$ cat src/rtl/rf_writeback_arbiter_if.sv
// ============================================================================
// rf_writeback_arbiter_if : producer / register-file bundle for the arbiter
// Rev 1.0
// ============================================================================
`default_nettype none

interface rf_writeback_arbiter_if #(
    parameter int DEPTH = 4,
    parameter int XLEN  = 32
);
    localparam int CW = $clog2(DEPTH + 1);

    logic            alu_valid;
    logic [4:0]      alu_rd;
    logic [XLEN-1:0] alu_data;

    logic            mem_valid;
    logic            mem_ready;
    logic [4:0]      mem_rd;
    logic [XLEN-1:0] mem_data;

    logic            issue_valid;
    logic [4:0]      issue_rd;

    logic            regwrite;
    logic [4:0]      write_register;
    logic [XLEN-1:0] write_data;
    logic [31:0]     pending;
    logic [CW-1:0]   fifo_count;

    // Producer / consumer side (execute, memory return, issue, register file)
    modport master (
        output alu_valid, alu_rd, alu_data,
        output mem_valid, mem_rd, mem_data,
        output issue_valid, issue_rd,
        input  mem_ready,
        input  regwrite, write_register, write_data,
        input  pending, fifo_count
    );

    // Arbiter side
    modport slave (
        input  alu_valid, alu_rd, alu_data,
        input  mem_valid, mem_rd, mem_data,
        input  issue_valid, issue_rd,
        output mem_ready,
        output regwrite, write_register, write_data,
        output pending, fifo_count
    );
endinterface

`default_nettype wire

$ cat src/rtl/rf_writeback_arbiter.sv
// ============================================================================
// rf_writeback_arbiter : ALU-priority write-port arbiter with slow-path FIFO
//                        and 32-entry pending scoreboard
// Rev 1.0
// ============================================================================
`default_nettype none

module rf_writeback_arbiter #(
    parameter int DEPTH = 4,
    parameter int XLEN  = 32
) (
    input  wire logic             clk,
    input  wire logic             rst_n,
    rf_writeback_arbiter_if.slave bus
);
    localparam int PW = (DEPTH > 1) ? $clog2(DEPTH) : 1;
    localparam int CW = $clog2(DEPTH + 1);
    localparam logic [CW-1:0] FULL_COUNT = CW'(DEPTH);

    // FIFO storage and pointers
    logic [4:0]      rd_mem_q   [DEPTH];
    logic [XLEN-1:0] data_mem_q [DEPTH];
    logic [PW-1:0]   head_q, head_d;
    logic [PW-1:0]   tail_q, tail_d;
    logic [CW-1:0]   count_q, count_d;

    // Register-file write port
    logic            regwrite_q, regwrite_d;
    logic [4:0]      wreg_q, wreg_d;
    logic [XLEN-1:0] wdata_q, wdata_d;

    logic [31:0]     pending_q, pending_d;

    logic            w_mem_ready;
    logic            w_push;
    logic            w_pop;
    logic            w_alu_win;
    logic            w_fifo_empty;

    // Readiness depends on occupancy only, so a pop never frees a slot early
    assign w_mem_ready  = rst_n && (count_q != FULL_COUNT);
    assign w_fifo_empty = (count_q == '0);
    assign w_alu_win    = bus.alu_valid && (bus.alu_rd != 5'd0);
    assign w_push       = bus.mem_valid && w_mem_ready && (bus.mem_rd != 5'd0);
    assign w_pop        = !w_alu_win && !w_fifo_empty;

    always_comb begin
        head_d  = head_q;
        tail_d  = tail_q;
        count_d = count_q;
        if (w_push) begin
            tail_d = tail_q + PW'(1);
        end
        if (w_pop) begin
            head_d = head_q + PW'(1);
        end
        count_d = count_q + CW'(w_push) - CW'(w_pop);
    end

    always_comb begin
        regwrite_d = 1'b0;
        wreg_d     = wreg_q;
        wdata_d    = wdata_q;
        if (w_alu_win) begin
            regwrite_d = 1'b1;
            wreg_d     = bus.alu_rd;
            wdata_d    = bus.alu_data;
        end else if (w_pop) begin
            regwrite_d = 1'b1;
            wreg_d     = rd_mem_q[head_q];
            wdata_d    = data_mem_q[head_q];
        end
    end

    // Clear first so a same-cycle re-issue of the popped register wins
    always_comb begin
        pending_d = pending_q;
        if (w_pop) begin
            pending_d[rd_mem_q[head_q]] = 1'b0;
        end
        if (bus.issue_valid && (bus.issue_rd != 5'd0)) begin
            pending_d[bus.issue_rd] = 1'b1;
        end
        pending_d[0] = 1'b0;
    end

    always_ff @(posedge clk or negedge rst_n) begin
        if (!rst_n) begin
            head_q     <= '0;
            tail_q     <= '0;
            count_q    <= '0;
            regwrite_q <= 1'b0;
            wreg_q     <= '0;
            wdata_q    <= '0;
            pending_q  <= '0;
        end else begin
            head_q     <= head_d;
            tail_q     <= tail_d;
            count_q    <= count_d;
            regwrite_q <= regwrite_d;
            wreg_q     <= wreg_d;
            wdata_q    <= wdata_d;
            pending_q  <= pending_d;
        end
    end

    // Payload storage needs no reset; occupancy gates every read
    always_ff @(posedge clk) begin
        if (w_push) begin
            rd_mem_q[tail_q]   <= bus.mem_rd;
            data_mem_q[tail_q] <= bus.mem_data;
        end
    end

    assign bus.mem_ready      = w_mem_ready;
    assign bus.regwrite       = regwrite_q;
    assign bus.write_register = wreg_q;
    assign bus.write_data     = wdata_q;
    assign bus.pending        = pending_q;
    assign bus.fifo_count     = count_q;

endmodule

`default_nettype wire

$ cat src/flat_wrapper.sv
// flat-port wrapper written by rule: the top's interface ports become plain ports
module rf_writeback_arbiter_flat 
#(
    parameter int DEPTH = 4,
    parameter int XLEN  = 32
)
  (clk, rst_n, bus_alu_valid, bus_alu_rd, bus_alu_data, bus_mem_valid, bus_mem_rd, bus_mem_data, bus_issue_valid, bus_issue_rd, bus_mem_ready, bus_regwrite, bus_write_register, bus_write_data, bus_pending, bus_fifo_count);
  rf_writeback_arbiter_if #(.DEPTH(DEPTH), .XLEN(XLEN)) bus_i ();
  input  wire logic clk;
  input  wire logic rst_n;
  input wire logic [$bits(bus_i.alu_valid)-1:0] bus_alu_valid;
  input wire logic [$bits(bus_i.alu_rd)-1:0] bus_alu_rd;
  input wire logic [$bits(bus_i.alu_data)-1:0] bus_alu_data;
  input wire logic [$bits(bus_i.mem_valid)-1:0] bus_mem_valid;
  input wire logic [$bits(bus_i.mem_rd)-1:0] bus_mem_rd;
  input wire logic [$bits(bus_i.mem_data)-1:0] bus_mem_data;
  input wire logic [$bits(bus_i.issue_valid)-1:0] bus_issue_valid;
  input wire logic [$bits(bus_i.issue_rd)-1:0] bus_issue_rd;
  output wire logic [$bits(bus_i.mem_ready)-1:0] bus_mem_ready;
  output wire logic [$bits(bus_i.regwrite)-1:0] bus_regwrite;
  output wire logic [$bits(bus_i.write_register)-1:0] bus_write_register;
  output wire logic [$bits(bus_i.write_data)-1:0] bus_write_data;
  output wire logic [$bits(bus_i.pending)-1:0] bus_pending;
  output wire logic [$bits(bus_i.fifo_count)-1:0] bus_fifo_count;
  assign bus_i.alu_valid = bus_alu_valid;
  assign bus_i.alu_rd = bus_alu_rd;
  assign bus_i.alu_data = bus_alu_data;
  assign bus_i.mem_valid = bus_mem_valid;
  assign bus_i.mem_rd = bus_mem_rd;
  assign bus_i.mem_data = bus_mem_data;
  assign bus_i.issue_valid = bus_issue_valid;
  assign bus_i.issue_rd = bus_issue_rd;
  assign bus_mem_ready = bus_i.mem_ready;
  assign bus_regwrite = bus_i.regwrite;
  assign bus_write_register = bus_i.write_register;
  assign bus_write_data = bus_i.write_data;
  assign bus_pending = bus_i.pending;
  assign bus_fifo_count = bus_i.fifo_count;
  rf_writeback_arbiter #(.DEPTH(DEPTH), .XLEN(XLEN)) u_core (.clk(clk), .rst_n(rst_n), .bus(bus_i));
endmodule
$ cat config.mk
export PLATFORM = sky130hd
export DESIGN_NAME = rf_writeback_arbiter_flat
export DESIGN_NICKNAME = d
export VERILOG_FILES = /design/src/rtl/rf_writeback_arbiter_if.sv /design/src/rtl/rf_writeback_arbiter.sv /design/src/flat_wrapper.sv
export SDC_FILE = /design/constraint.sdc
export NUM_CORES = 1
export LEC_CHECK = 0
export BUFFER_PORTS_ARGS = -buffer_cell sky130_fd_sc_hd__buf_2
export CELL_PAD_IN_SITES_DETAIL_PLACEMENT = 0
export CELL_PAD_IN_SITES_GLOBAL_PLACEMENT = 1
export CORE_UTILIZATION = 46
export DETAILED_ROUTE_END_ITERATION = 16
export GPL_TIMING_DRIVEN = 0
export HOLD_SLACK_MARGIN = 0.05
export PLACE_DENSITY_LB_ADDON = 0.3
export SLEW_MARGIN = 25
export SYNTH_ARGS = -nofsm -noshare
export SYNTH_HDL_FRONTEND = slang
export SYNTH_SLANG_ARGS = --single-unit
$ cat constraint.sdc
create_clock -name clk -period 2.9 [get_ports clk]
set_input_delay 0.58 -clock clk [delete_from_list [all_inputs] [get_ports clk]]
set_output_delay 0.58 -clock clk [all_outputs]
set_load 0.05 [all_outputs]
==> results.ini <==
[pwr]
p_per_area_nw_per_um2 = 1103
switchingPower_uw = 4770
p_leak_uw = 0.004206
ir_drop_v = 0.0006487
p_comb_share_pct = 39.5
switching_share_pct = 39.25
seqPwrFrac_pct = 36.4
clkPwrFrac_pct = 24.2
internal-power_uw = 7383

[layout]
final_common_cell = buf_2
final_cell_mix = 169 x buf_2, 148 x edfxtp_1, 86 x nor2_1
fin_cells = 1048
final_area_um2 = 11010
post-route-util_pct = 56.78
drive_gt1_share_pct = 33.97
area_delta_synth_final_pct = 21.27
nNetsFinal = 853

[worst_setup_path]
cpPeakStageDelay_ns = 0.38
critPathSlowestCell = or3_1
cp_common_cell = buf_2
worst_setup_path_start_kind = primary input
path_cells = buf_2 > or3_1 > o31ai_1 > buf_2 > buf_2 > o21ai_0 > ha_1 > fa_1 > xnor2_1 > xnor2_1
cp.arrival_ns = 2.96
worst_setup_path_end_kind = flop
path_class = primary input to flop
cp.required_ns = 3.33
path_buf_inv = 3
critPathTopFamily = buffers and inverters
cp_max_fo = 10

[die]
die_x_um = 142.5
num_rows = 51
die_h_um = 142.5
fp.coreArea_um2 = 19400
die-area_um2 = 20310
io-pin-count = 158
start_util_pct = 46.82

[cts]
cts_buffers = 23
clk_path_buf_depth = 3
cts_max_level = 1
clock_latency_ns = 0.51
clkTransAtPathRegs_ns = 0.06
cts_root_buffer = clkbuf_16
cts_tree = built
cts_sinks = 224
cts_setup_buffers = 0

[logic_synthesis]
synthFlopType = edfxtp_1
synth.net_count = 672
synth_warnings = 0
synth_area_um2 = 9082
avgSynthCellArea_um2 = 15.61
async_flop_share_pct = 33.93
synth_edf_count = 148
synth_cells = 582
yosysSeqAreaShare_pct = 69.87
synth_cell_types = 41
ys_ff_latch = 224

[grt]
grtUsageTotal_pct = 20.69
grt_max_degree = 47
busiest_layer = met2
grt_overflow = 0
use_met3_pct = 4.139
antenna_found_initial = 4
grt_pass1_vias = 5610
met2_usage_pct = 35.09
grt_pass1_wl_um = 31230
use_met1_pct = 26.63

[route]
drt_wl_total_um = 20510
wl_per_cell_um = 19.57
firstDrtPassIters = 4
drt_iter0_drc = 222
vias = 5557
postRouteAntennaNets = 0
drc = 0
viasPerCell = 5.302

[placed_design]
dp_cells = 1002
dpl_cell_area_um2 = 10230
port_buffers = 154
place_hpwl_um = 13720
gp_congestion = 0.8204

[timing]
worst_slew_pin_slew_ns = 0.8649
timing.slew.headroom_pct = 42.34
hold_ws_ns = 0.07455
post-route-period-util_pct = 87.28
max_freq_mhz = 395.1
drv_slew = 0
fin_skew_ns = 0.01323
hold_viol = 0
min_period_ns = 2.531
setup_viol = 0
rsz0062_at_grt = no

[worst_hold_path]
hold_path_class = primary input to async pin

[outcome]
status = completed

[flow_run]
maxCapViolCount = 0

layer usage:
layer	up-vias	part of all wire (%)
met4	2	2.4
met1	2791	41
met3	33	5.8
met5	-	0.063
met2	150	51
li1	2581	-
final timing paths:
path | start | cells past startpoint | slack, ns | endpoint
worst max-delay path | bus_alu_rd[1] | 10 | 0.37 | u_core.bus.fifo_count[2]
worst min-delay path | rst_n | 2 | 0.07 | u_core.bus.pending[28]
worst max register to register | u_core.bus.fifo_count[1] | 9 | 0.48 | u_core.bus.fifo_count[2]
worst min register to register | u_core.bus.pending[25] | 2 | 0.53 | u_core.bus.pending[25]
max in group asynchronous | rst_n | 2 | 2.56 | u_core.bus.write_register[0]
min in group clk | bus_mem_data[17] | 1 | 0.28 | u_core.data_mem_q[2][17]
state kept, by name (all words and copies together), names as in the netlist:
register                   flops
u_core.bus.write_data         32
u_core.rd_mem_q               20
u_core.bus.regwrite            1
u_core.bus.fifo_count          3
u_core.data_mem_q            128
u_core.bus.write_register      5
u_core.bus.pending            31
u_core.tail_q                  2
u_core.head_q                  2
cell type report:
cell class	instances	area [µm²]
sequential	224	6346
buffer	31	173.9
tap	265	331.6
antenna	3	7.507
fill	1614	8384
timing repair buffer	156	820.8
inverter	6	22.52
clock buffer	26	586.8
clock inverter	16	168.9
multi-input combinational	321	2556
cells in the mapped netlist (all sizes together) (3+ instances only):
cell      n  share of area (%)
a21oi    73                4.0
and2      4               0.28
nor3b     4               0.58
mux4     36                9.1
mux2      3               0.37
clkbuf    6               0.25
dfrtp    76                 21
edfxtp  148                 49
nor3     27                1.7
a31oi     8               0.55
nand3b    5               0.41
inv       6               0.25
nand2     4               0.17
ha        5               0.69
mux2i    38                4.2
or3b      3               0.29
xnor2     4               0.39
buf      25                1.7
nor2     86                3.6
nand2b    3               0.21
logic make-up (layout without fill, tap and decap cells):
kind of cell / after synthesis / count (layout) / synth area share (%)
and+or+nand+nor: 143 / 143 / 7.673
AOI/OAI and AO/OA: 89 / 89 / 5.249
buffers and inverters: 37 / 235 / 2.163
adders and majority gates: 6 / 6 / 0.9092
muxes: 77 / 77 / 13.61
other: 1 / 4 / 0.04129
xor gates and xnor gates: 5 / 5 / 0.4821
DFF: 224 / 224 / 69.87
per-stage QoR:
step,setup WS [ns],total power (µW),setup TNS [ns]
5_1_grt,0.2023,12720,0
6_report,0.3688,12150,0
3_5_place_dp,-0.1575,9307,-6.782
3_3_place_gp,-1.140,9177,-169.02
2_1_floorplan,0.2043,8052,0
4_1_cts,0.3634,12270,0
power groups by stage:
stage	logic, µW	registers [µW]	clock network (µW)
6_report	4800	4420	2940
5_1_grt	5130	4490	3110
4_1_cts	4850	4430	2990
3_5_place_dp	4820	4490	0
3_3_place_gp	4730	4450	0
2_1_floorplan	2110	5940	0
repair_timing:
| action | CTS | global route |
|---|---|---|
| gates resized for setup | 0 | 0 |
| hold buffers | 1 | 0 |
| hold endpoints to repair | 30 | 0 |
Note: power is estimated with default switching activity, not from simulation.
